`src/rtl/dmem_bus_arbiter_if.sv`:
```
// Bus bundle between the CPU port, the DMA port and the data memory of dmem_bus_arbiter.
// The slave modport is the arbiter's view; the master modport is the masters' and memory's view.
interface dmem_bus_arbiter_if #(
  parameter int ADDR_W = 32,
  parameter int DATA_W = 32
);
  logic              cpu_req;
  logic              cpu_we;
  logic [ADDR_W-1:0] cpu_addr;
  logic [DATA_W-1:0] cpu_wdata;
  logic              cpu_stall;
  logic [DATA_W-1:0] cpu_rdata;

  logic              dma_req;
  logic              dma_we;
  logic [ADDR_W-1:0] dma_addr;
  logic [DATA_W-1:0] dma_wdata;
  logic              dma_gnt;
  logic [DATA_W-1:0] dma_rdata;
  logic              dma_rvalid;

  logic              mem_en;
  logic              mem_we;
  logic [ADDR_W-1:0] mem_addr;
  logic [DATA_W-1:0] mem_wdata;
  logic [DATA_W-1:0] mem_rdata;

  modport slave (
    input  cpu_req, cpu_we, cpu_addr, cpu_wdata,
    output cpu_stall, cpu_rdata,
    input  dma_req, dma_we, dma_addr, dma_wdata,
    output dma_gnt, dma_rdata, dma_rvalid,
    output mem_en, mem_we, mem_addr, mem_wdata,
    input  mem_rdata
  );

  modport master (
    output cpu_req, cpu_we, cpu_addr, cpu_wdata,
    input  cpu_stall, cpu_rdata,
    output dma_req, dma_we, dma_addr, dma_wdata,
    input  dma_gnt, dma_rdata, dma_rvalid,
    input  mem_en, mem_we, mem_addr, mem_wdata,
    output mem_rdata
  );
endinterface

```
`src/rtl/dmem_bus_arbiter.sv`:
```
// CPU-priority arbiter for a single-port synchronous data memory shared with a DMA master.
// A starvation counter forces one DMA grant after MAX_CPU_BURST CPU grants made while DMA waits.
module dmem_bus_arbiter #(
  parameter int ADDR_W        = 32,
  parameter int DATA_W        = 32,
  parameter int MAX_CPU_BURST = 4
) (
  input logic                clk,
  input logic                reset,
  dmem_bus_arbiter_if.slave  bus
);

  typedef enum logic {CPU_PRI, DMA_FORCE} state_t;
  typedef enum logic [1:0] {RD_NONE, RD_CPU, RD_DMA} owner_t;

  localparam logic [3:0] MAX_CNT = 4'(MAX_CPU_BURST);

  state_t            state, state_next;
  owner_t            rd_owner, rd_owner_next;
  logic [3:0]        streak, streak_next;
  logic              cpu_granted, dma_granted;
  logic [ADDR_W-1:0] sel_addr;
  logic [DATA_W-1:0] sel_wdata;

  always_ff @(posedge clk or negedge reset) begin
    if (!reset) begin
      state    <= CPU_PRI;
      streak   <= '0;
      rd_owner <= RD_NONE;
    end else begin
      state    <= state_next;
      streak   <= streak_next;
      rd_owner <= rd_owner_next;
    end
  end

  // Grants are held off entirely while reset is low so nothing reaches the memory.
  always_comb begin
    cpu_granted = 1'b0;
    dma_granted = 1'b0;
    if (reset) begin
      case (state)
        CPU_PRI: begin
          cpu_granted = bus.cpu_req;
          dma_granted = !bus.cpu_req && bus.dma_req;
        end
        DMA_FORCE: begin
          dma_granted = bus.dma_req;
          cpu_granted = !bus.dma_req && bus.cpu_req;
        end
        default: ;
      endcase
    end
  end

  always_comb begin
    streak_next = '0;
    if (cpu_granted && bus.dma_req)
      streak_next = (streak == MAX_CNT) ? streak : streak + 4'd1;

    state_next = state;
    case (state)
      CPU_PRI:   if (streak_next == MAX_CNT) state_next = DMA_FORCE;
      DMA_FORCE: if (dma_granted || !bus.dma_req) state_next = CPU_PRI;
      default:   state_next = CPU_PRI;
    endcase

    rd_owner_next = RD_NONE;
    if (cpu_granted && !bus.cpu_we)
      rd_owner_next = RD_CPU;
    else if (dma_granted && !bus.dma_we)
      rd_owner_next = RD_DMA;
  end

  always_comb begin
    sel_addr  = '0;
    sel_wdata = '0;
    if (cpu_granted) begin
      sel_addr  = bus.cpu_addr;
      sel_wdata = bus.cpu_wdata;
    end else if (dma_granted) begin
      sel_addr  = bus.dma_addr;
      sel_wdata = bus.dma_wdata;
    end
  end

  // Read data is steered by the registered owner, so only the issuing master ever sees it.
  always_comb begin
    bus.mem_en     = cpu_granted || dma_granted;
    bus.mem_we     = (cpu_granted && bus.cpu_we) || (dma_granted && bus.dma_we);
    bus.mem_addr   = sel_addr;
    bus.mem_wdata  = sel_wdata;
    bus.cpu_stall  = reset && bus.cpu_req && !cpu_granted;
    bus.dma_gnt    = dma_granted;
    bus.cpu_rdata  = (rd_owner == RD_CPU) ? bus.mem_rdata : '0;
    bus.dma_rdata  = (rd_owner == RD_DMA) ? bus.mem_rdata : '0;
    bus.dma_rvalid = (rd_owner == RD_DMA);
  end

endmodule
```
`src/flat_wrapper.sv`:
```
// flat-port wrapper written by rule: the top's interface ports become plain ports
module dmem_bus_arbiter_flat 
#(
  parameter int ADDR_W        = 32,
  parameter int DATA_W        = 32,
  parameter int MAX_CPU_BURST = 4
)
  (clk, reset, bus_cpu_req, bus_cpu_we, bus_cpu_addr, bus_cpu_wdata, bus_cpu_stall, bus_cpu_rdata, bus_dma_req, bus_dma_we, bus_dma_addr, bus_dma_wdata, bus_dma_gnt, bus_dma_rdata, bus_dma_rvalid, bus_mem_en, bus_mem_we, bus_mem_addr, bus_mem_wdata, bus_mem_rdata);
  dmem_bus_arbiter_if #(.ADDR_W(ADDR_W), .DATA_W(DATA_W)) bus_i ();
  input logic clk;
  input logic reset;
  input wire logic [$bits(bus_i.cpu_req)-1:0] bus_cpu_req;
  input wire logic [$bits(bus_i.cpu_we)-1:0] bus_cpu_we;
  input wire logic [$bits(bus_i.cpu_addr)-1:0] bus_cpu_addr;
  input wire logic [$bits(bus_i.cpu_wdata)-1:0] bus_cpu_wdata;
  output wire logic [$bits(bus_i.cpu_stall)-1:0] bus_cpu_stall;
  output wire logic [$bits(bus_i.cpu_rdata)-1:0] bus_cpu_rdata;
  input wire logic [$bits(bus_i.dma_req)-1:0] bus_dma_req;
  input wire logic [$bits(bus_i.dma_we)-1:0] bus_dma_we;
  input wire logic [$bits(bus_i.dma_addr)-1:0] bus_dma_addr;
  input wire logic [$bits(bus_i.dma_wdata)-1:0] bus_dma_wdata;
  output wire logic [$bits(bus_i.dma_gnt)-1:0] bus_dma_gnt;
  output wire logic [$bits(bus_i.dma_rdata)-1:0] bus_dma_rdata;
  output wire logic [$bits(bus_i.dma_rvalid)-1:0] bus_dma_rvalid;
  output wire logic [$bits(bus_i.mem_en)-1:0] bus_mem_en;
  output wire logic [$bits(bus_i.mem_we)-1:0] bus_mem_we;
  output wire logic [$bits(bus_i.mem_addr)-1:0] bus_mem_addr;
  output wire logic [$bits(bus_i.mem_wdata)-1:0] bus_mem_wdata;
  input wire logic [$bits(bus_i.mem_rdata)-1:0] bus_mem_rdata;
  assign bus_i.cpu_req = bus_cpu_req;
  assign bus_i.cpu_we = bus_cpu_we;
  assign bus_i.cpu_addr = bus_cpu_addr;
  assign bus_i.cpu_wdata = bus_cpu_wdata;
  assign bus_cpu_stall = bus_i.cpu_stall;
  assign bus_cpu_rdata = bus_i.cpu_rdata;
  assign bus_i.dma_req = bus_dma_req;
  assign bus_i.dma_we = bus_dma_we;
  assign bus_i.dma_addr = bus_dma_addr;
  assign bus_i.dma_wdata = bus_dma_wdata;
  assign bus_dma_gnt = bus_i.dma_gnt;
  assign bus_dma_rdata = bus_i.dma_rdata;
  assign bus_dma_rvalid = bus_i.dma_rvalid;
  assign bus_mem_en = bus_i.mem_en;
  assign bus_mem_we = bus_i.mem_we;
  assign bus_mem_addr = bus_i.mem_addr;
  assign bus_mem_wdata = bus_i.mem_wdata;
  assign bus_i.mem_rdata = bus_mem_rdata;
  dmem_bus_arbiter #(.ADDR_W(ADDR_W), .DATA_W(DATA_W), .MAX_CPU_BURST(MAX_CPU_BURST)) u_core (.clk(clk), .reset(reset), .bus(bus_i));
endmodule
```
`config.mk`:
```
export PLATFORM = sky130hd
export DESIGN_NAME = dmem_bus_arbiter_flat
export DESIGN_NICKNAME = d
export VERILOG_FILES = /design/src/rtl/dmem_bus_arbiter_if.sv /design/src/rtl/dmem_bus_arbiter.sv /design/src/flat_wrapper.sv
export SDC_FILE = /design/constraint.sdc
export NUM_CORES = 1
export LEC_CHECK = 0
export BUFFER_PORTS_ARGS = -buffer_cell sky130_fd_sc_hd__buf_4
export CORE_AREA = 5 5 113 115
export DETAILED_ROUTE_END_ITERATION = 16
export DIE_AREA = 0 0 118 120
export SETUP_SLACK_MARGIN = 0.1
export SLEW_MARGIN = 0
export SYNTH_ARGS = -nofsm -noshare
export SYNTH_HDL_FRONTEND = slang
export SYNTH_SLANG_ARGS = --single-unit
```
`constraint.sdc`:
```
create_clock -name clk -period 3.3 [get_ports clk]
set_input_delay 0.33 -clock clk [delete_from_list [all_inputs] [get_ports clk]]
set_output_delay 0.33 -clock clk [all_outputs]
set_load 0.03 [all_outputs]
```
**Word-level counts from Yosys, hierarchy flattened**

Index checks and enable logic that the tools add are counted.

- Register bits after elaboration: 7
- Bits in latches: 0
- Memory bits (writable): 0
- Bits in read-only memories: 0
- Input port bits: 166
- Output and inout port bits: 133
- Memories kept: 0

- $add $sub $neg: 1
- Multipliers: 0
- Div/mod/pow operators: 0
- Order comparisons: 0
- Equality and inequality tests: 4
- Shift operators: 0
- Mux-type cells: 17
- Bitwise gates (word level): 1
- Reductions and logical operators: 17

Operators by type and width:

| cell | number |
|---|---|
| 32-bit two-way mux | 6 |
| 1-bit logical AND | 9 |
| 4-bit by 3-bit equality test with 1-bit output, second input constant | 2 |
| 4-bit two-way mux | 2 |
| 1-bit one-hot mux with 2 select lines | 3 |
| 1-bit logical NOT | 5 |
| 4-bit by 1-bit adder with 4-bit output, second input constant | 1 |
| 1-bit two-way mux | 4 |
| 2-bit two-way mux | 2 |
| 1-bit logical OR | 3 |
| 2-bit by 1-bit equality test with 1-bit output, second input constant | 1 |
| 2-bit equality test, second input constant | 1 |
| 1-bit inverter | 1 |

**Longest topological paths before layout**

Gate-level depths: netlist of run 1.

- Depth after elaboration: 9
- Depth in mapped cells: 5
- Depth with buffers taken out: 5

**Worst setup path before layout of run 1**

Ideal clock, no wire load.

- Kind: register -> output
- Start: register u_core.rd_owner[0]
- End: output port bus_dma_rdata[22]
- Data arrival time: 1.381 ns
- Required time: 2.970 ns
- Setup slack: 1.589 ns
- Stages on the path, launching flop included: 4
- Path buffers: 1
- Cell sequence: dfrtp_1 -> nor2b_1 -> clkbuf_1 -> and2_1

- Word-level cells in the longest chain between the ends: 2

Ends and longest elaborated chain:

| what | RTL line | text |
|---|---|---|
| start, declared | dmem_bus_arbiter.sv:19 | `owner_t rd_owner, rd_owner_next;` |
| start signal, assigned | dmem_bus_arbiter.sv:33 | `rd_owner <= rd_owner_next;` |
| 2-bit equality test | -- |  |
| named net bus_dma_rvalid | flat_wrapper.sv:24 | `output wire logic [$bits(bus_i.dma_rvalid)-1:0] bus_dma_rvalid;` |
| 32-bit two-way mux | dmem_bus_arbiter.sv:96 | `bus.dma_rdata = (rd_owner == RD_DMA) ? bus.mem_rdata : '0;` |
| end, declared | flat_wrapper.sv:23 | `output wire logic [$bits(bus_i.dma_rdata)-1:0] bus_dma_rdata;` |

The timed path passes the listed nets, and every way through them passes these cells.

**Worst setup path after layout of run 1**

- Start: input port reset
- End: output port bus_mem_addr[7]

- Word-level cells in the longest chain between the ends: 3
- Elaborated cells between the ends (all ways): 4

Ends and longest elaborated chain:

| what | RTL line | text |
|---|---|---|
| start, declared | flat_wrapper.sv:11 | `input logic reset;` |
| 1-bit two-way mux | dmem_bus_arbiter.sv:41 | `if (reset) begin` |
| 32-bit two-way mux | dmem_bus_arbiter.sv:81 | `end else if (dma_granted) begin` |
| 32-bit two-way mux (*) | dmem_bus_arbiter.sv:78 | `if (cpu_granted) begin` |
| end, declared | flat_wrapper.sv:27 | `output wire logic [$bits(bus_i.mem_addr)-1:0] bus_mem_addr;` |

Every way passes the cells marked *; elsewhere a longest branch is shown, timed or not.

==> results.cfg, run 1 <==
[status]
status = complete, no violations

[worst_setup_path]
r2r-start = u_core.streak[0]$_DFF_PN0_
endpoint_kind = primary output
reg2reg_to = u_core.state$_DFF_PN0_
cp_max_fo = 22
criticalPathCategory = input port to primary output
r2r_cells = 5
r2r_slack_ps = 1770
crit_path_start_kind = input port
cp_data_arrival_time_ps = 2380
required_ps = 2970
crit_path_start = reset

[yosys]
synth_cell_type_count = 23
avgSynthCellArea_um2 = 7.77
yosys-top-cells-count = a22o_1, and2_1, buf_4
syn_area_mm2 = 0.00149
synth_enable_flop_cells = 0
netlist_instances = 192
synth_ff_type = dfrtp_1
async_reset_ff_share_pct = 100
synth_top_area_share_pct = 38.1
yosys_register_bits = 7
synth_top_cell_by_area = a22o_1
synth_seq_area_share_pct = 11.7
synth_fp_nets = 360
synth_area_leaders = a22o_1, and2_1, dfrtp_1
synth.most_common_cell = a22o_1
synth_warnings = 0

[min_path]
min-delay-start = bus_dma_we
min_path_cells = 2
hold_class = input port to register
hold-path-endpoint = u_core.rd_owner[1]$_DFF_PN0_

[die]
io_pins = 299
die_x_um = 118
dieArea_mm2 = 0.0142
die_height_um = 120
start_util_pct = 12.7
placementRows = 40
core-area_mm2 = 0.0117

[sta]
fmax_ghz = 0.369
slew_headroom_pct = 55.4
worst_slew_pin_slew_ps = 669
fin_crit_sh_pct = 82.2
skew_ps = 2.04
slew_viol_final = 0
rsz0062_at_grt = no
timing.hold.ws_ps = 262
min_period_ps = 2710
tns_ps = 0
hold_viol = 0
finalSetupViolations = 0

[detailed_routing]
postRouteAntennaNets = 0
routedWlPerCell_um = 16.3
via_per_inst = 4.19
wl_met1_um = 3340
wl_met3_um = 1310
top_layer_used = met4
wl_met2_um = 5470
routed_wl_um = 10200
drc = 0
dr_total_vias = 2629
firstDrtPassIters = 4
drt_iter0_markers = 67

[power_and_ir_drop]
power_uw = 803
power.density_mw_per_mm2 = 203
p_leak_nw = 2.18
vdd_drop_max_mv = 0.133

[placed_design]
gp_congestion = 0.888
hpwl_um = 9080
numPortBuffers = 298

[global_route]
grt_start_max_net_pins = 68
grt_pass1_vias = 2744
overflow = 0
grt.total_usage_pct = 13.0
grt_pass1_wl_um = 15100
antenna_found_initial = 0

[final_layout]
antennaDiodeCount = 0
nNetsFinal = 649
drive_gt1_share_pct = 64.8
areaGrowthSynthToFinish_pct = 165

[clock_tree]
clock_sinks = 7
clk_pin_slew_ps = 40
cts_buffer_depth = 2
htreeDepth = 1
root_buffer = clkbuf_16
cts_setup_buffers = 0
cts_tree = yes
clk_latency_ps = 230
cts-buffers-inserted = 3

[flow_run]
maxCapViolCount = 0
==> kinds of logic (layout without fill, tap and decap cells) <==
group	after synthesis	after routing	synth area share (%)
muxes	1	1	0.671
DFF	7	7	11.7
buffers and inverters	24	312	8.72
and+or+nand+nor	85	85	34.5
adders and majority gates	2	2	1.68
AOI/OAI and AO/OA	73	73	42.7
==> worst max-delay path by stage <==
stage	cells past startpoint	slack [ps]	end
finish	7	590	bus_mem_addr[7]
global route	7	470	bus_mem_addr[4]
CTS	7	570	bus_mem_addr[10]
detailed placement	6	1130	bus_mem_addr[10]
global placement	6	1230	bus_mem_addr[11]
floorplan	3	1590	bus_dma_rdata[22]
==> critical path, cell delays in order <==
cell	delay, ps
dlygate4sd3_1	530
buf_4	190
nand2_1	120
a21oi_4	510
buf_4	330
a22o_1	190
buf_4	170
==> per-stage QoR <==
stage	cells	util, %	setup WS, ps	area, um2
2_1_floorplan	192	-	1590	1490
3_3_place_gp	622	33.0	1230	3860
3_5_place_dp	622	33.0	1130	3860
4_1_cts	627	33.8	568	3950
5_1_grt	627	33.8	465	3950
6_report	627	33.8	588	3950
==> sequential cells by signal, indices dropped and copies added, names as in the netlist <==
| name | cells |
|---|---|
| u_core.state | 1 |
| u_core.rd_owner | 2 |
| u_core.streak | 4 |
==> power by group <==
group	leakage (nW)	switching (mW)	total (mW)	internal (mW)
logic	2.04	0.254	0.509	0.255
clock network	0.0382	0.0445	0.205	0.161
registers	0.0965	0.00115	0.0889	0.0877
total	2.18	0.300	0.803	0.504
==> cells in the final DEF, fill, tap and decap left out <==
cell	synthesis	final
a21oi_1	1	1
nand4_1	2	2
mux2i_1	1	1
nor2_1	5	5
clkbuf_16	0	3
nor2b_1	5	5
a21oi_4	0	2
or2_2	2	2
nand4bb_1	1	1
nand2_1	4	4
ha_1	2	2
o41ai_2	1	1
o311a_1	1	1
dfrtp_1	7	7
clkbuf_1	6	1
nand3_1	1	1
a22o_1	65	65
nor3b_1	1	1
o21ai_0	1	1
dlygate4sd3_1	0	1
buf_12	0	1
and2_1	64	64
buf_4	9	302
inv_1	4	4
o21a_1	2	2
==> repair_timing <==
action	in CTS	in global routing
gates resized for setup	0	0
hold buffers	1	0
hold endpoints to repair	7	0
==> layer usage <==
layer / track usage, % / vias up
li1: - / 1280
met1: 13.1 / 1180
met2: 24.4 / 159
met3: 5.98 / 10
met4: 2.80 / 0
met5: 0 / -
==> final cells by class <==
class | count | area [um2]
timing repair buffer | 304 | 2300
multi-input combinational | 161 | 1200
tap | 147 | 184
sequential | 7 | 175
inverter | 4 | 15.0
clock buffer | 4 | 78.8
fill | 1230 | 7760
(Power assumes the default switching activity.)
==> inputs of run 2 (changes only) <==
--- a/config.mk
+++ b/config.mk
@@ -5,10 +5,11 @@
 export SDC_FILE = /design/constraint.sdc
 export NUM_CORES = 1
 export LEC_CHECK = 0
+export ABC_AREA = 1
 export BUFFER_PORTS_ARGS = -buffer_cell sky130_fd_sc_hd__buf_4
-export CORE_AREA = 5 5 113 115
+export CORE_AREA = 5 5 112 114
 export DETAILED_ROUTE_END_ITERATION = 16
-export DIE_AREA = 0 0 118 120
+export DIE_AREA = 0 0 117 119
 export SETUP_SLACK_MARGIN = 0.1
 export SLEW_MARGIN = 0
 export SYNTH_ARGS = -nofsm -noshare
==> constraint.sdc (replaced) <==
create_clock -name clk -period 2.8 [get_ports clk]
set_input_delay 0.28 -clock clk [delete_from_list [all_inputs] [get_ports clk]]
set_output_delay 0.28 -clock clk [all_outputs]
set_load 0.03 [all_outputs]
==> results.cfg, run 2 <==
[status]
status = complete, no violations

[die]
die_x_um = 117
dieArea_mm2 = 0.0139
core-area_mm2 = 0.0113
die_height_um = 119
io_pins = 299
start_util_pct = 12.9
placementRows = 39

[global_route]
grt_pass1_vias = 2677
overflow = 0
grt_start_max_net_pins = 67
grt_pass1_wl_um = 14700
grt.total_usage_pct = 13.3
antenna_found_initial = 0

[power_and_ir_drop]
power_uw = 950
p_seq_share_pct = 11.0
pwr-share-comb_pct = 63.5
p_int_uw = 585
clkPwrFrac_pct = 25.4
power.density_mw_per_mm2 = 245
power_switching_uw = 364
netSwitchingFraction_pct = 38.4
vdd_drop_max_mv = 0.156
p_leak_nw = 2.37

[final_layout]
layout_commonest_cell = buf_4
areaGrowthSynthToFinish_pct = 165
largest_register = u_core.streak
top_regs = u_core.streak: 4 flops, u_core.rd_owner: 2 flops, u_core.state: 1 flops
largest_register_ffs = 4
fillCellCount = 1182
drive_gt1_share_pct = 58.6
layout_common_cells = buf_4, nor2_1, a22o_1, inv_1, nand2_1
nNetsFinal = 695
antennaDiodeCount = 0
post-route-cell-area_mm2 = 0.00387

[yosys]
synth_fp_nets = 408
async_reset_ff_share_pct = 100
yosys-top-cells-count = nor2_1, a22o_1, inv_1
synth_warnings = 0
netlist_instances = 240
synth_top_area_share_pct = 39.0
synth_enable_flop_cells = 0
synth_seq_area_share_pct = 12.0
syn_area_mm2 = 0.00146
synth_area_leaders = a22o_1, nor2_1, dfrtp_1
yosys_register_bits = 7
synth_top_cell_by_area = a22o_1
avgSynthCellArea_um2 = 6.09
synth_ff_type = dfrtp_1
synth.most_common_cell = nor2_1
synth_cell_type_count = 13

[worst_setup_path]
cp_data_arrival_time_ps = 2170
required_ps = 2520
endpoint_kind = primary output
crit_path_start_kind = input port
criticalPathCategory = input port to primary output
cp_max_fo = 26

[sta]
rsz0062_at_grt = no
hold_viol = 0
min_period_ps = 2450
skew_ps = 0.225
tns_ps = 0
fin_crit_sh_pct = 87.6
fmax_ghz = 0.408
worst_slew_pin_slew_ps = 1020
finalSetupViolations = 0
slew_viol_final = 0
slew_headroom_pct = 31.6

[flow_run]
maxCapViolCount = 0

[placed_design]
hpwl_um = 9520
placed_cell_area_mm2 = 0.00378
gp_congestion = 0.907
numPortBuffers = 298

[clock_tree]
htreeDepth = 1
cts-buffers-inserted = 3
cts_tree = yes
clock_sinks = 7
cts_setup_buffers = 0
cts_buffer_depth = 2
root_buffer = clkbuf_16
clk_latency_ps = 230
clk_pin_slew_ps = 40

[detailed_routing]
postRouteAntennaNets = 0
routedWlPerCell_um = 16.0
via_per_inst = 4.14
dr_total_vias = 2770
drc = 0
drt_iter0_markers = 116
firstDrtPassIters = 4
routed_wl_um = 10700

[min_path]
hold_class = input port to register
## run 2: cell count changes after synthesis, sizes merged, moves of 2 or more
| cell | delta |
|---|---|
| nor2b | -5 |
| or2 | -2 |
| nand3 | +6 |
| o21a | -2 |
| nand2 | +14 |
| inv | +44 |
| a21oi | -3 |
| and2 | -64 |
| nor2 | +67 |
## run 2: power by group through the flow
stage          combinational (mW)  sequential (mW)  clock, mW
3_3_place_gp                0.602            0.106          0
5_1_grt                     0.640            0.105      0.252
4_1_cts                     0.607            0.105      0.244
2_1_floorplan               0.282            0.106          0
6_report                    0.603            0.105      0.242
3_5_place_dp                0.605            0.106          0
## run 2: layer usage
layer,vias to the layer above,global-route usage [%],wire (um)
met5,-,0,0
met4,0,2.15,99
met3,8,4.26,1500
met2,178,23.6,5250
met1,1219,15.8,3840
li1,1365,-,-
## run 2: worst paths after layout
path | startpoint | to | slack [ps] | depth (start not counted)
setup / recovery | reset | bus_mem_addr[7] | 350 | 7
hold / removal | bus_cpu_we | u_core.rd_owner[0]$_DFF_PN0_ | 210 | 2
setup reg to reg | u_core.streak[0]$_DFF_PN0_ | u_core.state$_DFF_PN0_ | 1520 | 8
hold reg to reg | u_core.state$_DFF_PN0_ | u_core.state$_DFF_PN0_ | 560 | 2
max in group asynchronous | reset | u_core.rd_owner[0]$_DFF_PN0_ | 2250 | 2
min in group asynchronous | reset | u_core.streak[3]$_DFF_PN0_ | 420 | 2
## run 2: area by class of cell
| type | instances | area [um2] | share of cell area (%) |
|---|---|---|---|
| repair buffers | 302 | 2280 | 59.0 |
| well taps | 143 | 179 | 4.62 |
| inverters | 48 | 180 | 4.65 |
| clock buffers | 4 | 78.8 | 2.04 |
| flip-flops and latches | 7 | 175 | 4.52 |
| multi-input cells | 165 | 976 | 25.2 |
## run 2: logic make-up after synthesis
family / Yosys count / synth area share, %
AND/OR/NAND/NOR: 98 / 26.1
buffers and inverters: 68 / 21.2
AO/OA/AOI/OAI: 65 / 39.0
flip-flops: 7 / 12.0
adder cells (fa/ha/maj): 2 / 1.71
## run 2: through the flow
step	hold slack [ps]	utilization (%)	cells	setup slack, ps
4_1_cts	214	34.2	669	346
2_1_floorplan	-15.6	-	240	882
6_report	214	34.2	669	346
3_5_place_dp	112	33.4	664	892
3_3_place_gp	107	33.4	664	942
5_1_grt	215	34.2	669	205
## run 2: critical path, stage by stage
cell and delay, ps:
dlygate4sd3_1 530, buf_4 180, nand3_1 120, inv_2 340
buf_4 360, a22o_1 180, buf_4 160
## run 2: timing repair
item	in CTS	in global routing
gates resized for setup	0	0
hold buffers	1	0
hold endpoints to repair	7	0
endpoints found under the setup margin	0	0
==> inputs of run 3 (changes only) <==
--- a/config.mk
+++ b/config.mk
@@ -10,6 +10,7 @@
 export CORE_AREA = 5 5 112 114
 export DETAILED_ROUTE_END_ITERATION = 16
 export DIE_AREA = 0 0 117 119
+export PLACE_DENSITY = 0.5
 export SETUP_SLACK_MARGIN = 0.1
 export SLEW_MARGIN = 0
 export SYNTH_ARGS = -nofsm -noshare
==> results.cfg, run 3 (synthesized netlist as in run 2, its figures left out) <==
[worst_setup_path]
cp_max_fo = 61
crit_path_start_kind = input port
cp_data_arrival_time_ps = 2140
required_ps = 2520
crit_path_top_delay_cell = dlygate4sd3_1
max_stage_delay_ps = 530
endpoint_kind = primary output
path_buf_inv = 6
criticalPathCategory = input port to primary output
critical_path.top_delay_family = buffers and inverters
crit_chain = dlygate4sd3_1 > buf_4 > nand2_1 > inv_2 > nand2_2 > inv_2 > buf_12 > a22o_1 > buf_4

[final_layout]
fillCellCount = 1201
largest_register_ffs = 4
layout_common_cells = buf_4, nor2_1, a22o_1, inv_1, nand2_1
post-route-cell-area_mm2 = 0.00388
largest_register = u_core.streak
top_regs = u_core.streak: 4 flops, u_core.rd_owner: 2 flops, u_core.state: 1 flops
layout_commonest_cell = buf_4
finalNonFillerCells = 668
drive_gt1_share_pct = 58.5
antennaDiodeCount = 0
areaGrowthSynthToFinish_pct = 165
nNetsFinal = 694

[die]
die_height_um = 119
die_x_um = 117
core-area_mm2 = 0.0113
placementRows = 39
dieArea_mm2 = 0.0139
io_pins = 299
start_util_pct = 12.9

[detailed_routing]
via_per_inst = 4.10
routedWlPerCell_um = 16.6
drc = 0
routed_wl_um = 11100
postRouteAntennaNets = 0
drt_iter0_markers = 149
firstDrtPassIters = 7
dr_total_vias = 2738

[global_route]
grt_pass1_wl_um = 15100
grt.total_usage_pct = 13.9
overflow = 0
grt_start_max_net_pins = 66
grt_pass1_vias = 2662
antenna_found_initial = 0

[clock_tree]
htreeDepth = 1
cts-buffers-inserted = 3
cts_buffer_depth = 2
clock_sinks = 7
ctsResizeCount = 0
root_buffer = clkbuf_16
clk_latency_ps = 230
cts_tree = yes
clk_pin_slew_ps = 40

[sta]
slew_viol_final = 0
fin_crit_sh_pct = 86.5
worst_slew_pin_slew_ps = 1020
fmax_ghz = 0.413
rsz0062_at_grt = no
slew_headroom_pct = 31.5
finalSetupViolations = 0
hold_viol = 0
tns_ps = 0
min_period_ps = 2420
skew_ps = 0.131

[placed_design]
numPortBuffers = 298
dp_cells = 663
hpwl_um = 9630
gp_congestion = 0.882
placed_cell_area_mm2 = 0.00379

[status]
status = complete, no violations

[power_and_ir_drop]
vdd_drop_max_mv = 0.185
power.density_mw_per_mm2 = 246
power_uw = 955
p_leak_nw = 2.37

[min_path]
hold_class = input port to register

[flow_run]
maxCapViolCount = 0
run 3: changes by cell type in the layout (fill, tap and decap cells not counted), sizes merged:
| cell | delta |
|---|---|
| buf | -1 |
run 3: per-stage QoR:
stage	hold slack [ps]	utilization (%)	setup WS [ps]
final	224	34.2	379
after global routing	223	34.2	289
after CTS	223	34.2	400
after detailed placement	109	33.5	948
after global placement	107	33.5	985
after floorplan	-15.6	-	882
run 3: metal layers:
layer | track usage, % | vias to the layer above | share of wire, %
met5 | 0 | - | 0
met4 | 2.15 | 0 | 1.2
met3 | 3.80 | 8 | 12
met2 | 26.2 | 180 | 52
met1 | 15.6 | 1188 | 35
li1 | - | 1362 | -
run 3: timing repair:
| action | 4_1_cts | 5_1_grt |
|---|---|---|
| setup buffers | 0 | 0 |
| hold endpoints to repair | 7 | 0 |
| hold buffers | 1 | 0 |
run 3: where the power goes:
| group | switching, mW | internal [mW] |
|---|---|---|
| clock network | 0.0545 | 0.189 |
| logic | 0.312 | 0.294 |
| registers | 0.00145 | 0.103 |
run 3: worst reg2reg max path, stage by stage (launching register included):
cell and delay (ps):
dfrtp_1 410, inv_1 90, ha_1 190, nand3_1 120
inv_1 70, nor2_1 110, nand2_1 70, nand3_1 80
nand2_1 60
run 3: final timing paths:
check / from / end / slack (ps) / depth (start not counted)
min in group asynchronous: reset / u_core.streak[2]$_DFF_PN0_ / 410 / 2
max in group asynchronous: reset / u_core.state$_DFF_PN0_ / 2250 / 2
max reg2reg: u_core.streak[0]$_DFF_PN0_ / u_core.state$_DFF_PN0_ / 1490 / 8
max: reset / bus_mem_addr[17] / 380 / 9
min: bus_dma_we / u_core.rd_owner[1]$_DFF_PN0_ / 220 / 2
min reg2reg: u_core.state$_DFF_PN0_ / u_core.state$_DFF_PN0_ / 550 / 2
run 3: layout make-up:
type	instances	area [um2]	area share, %
Multi-Input combinational cell	165	976	25.2
Timing Repair Buffer	301	2290	59.0
Sequential cell	7	175	4.52
Inverter	48	180	4.65
Tap cell	143	179	4.62
Clock buffer	4	78.8	2.03
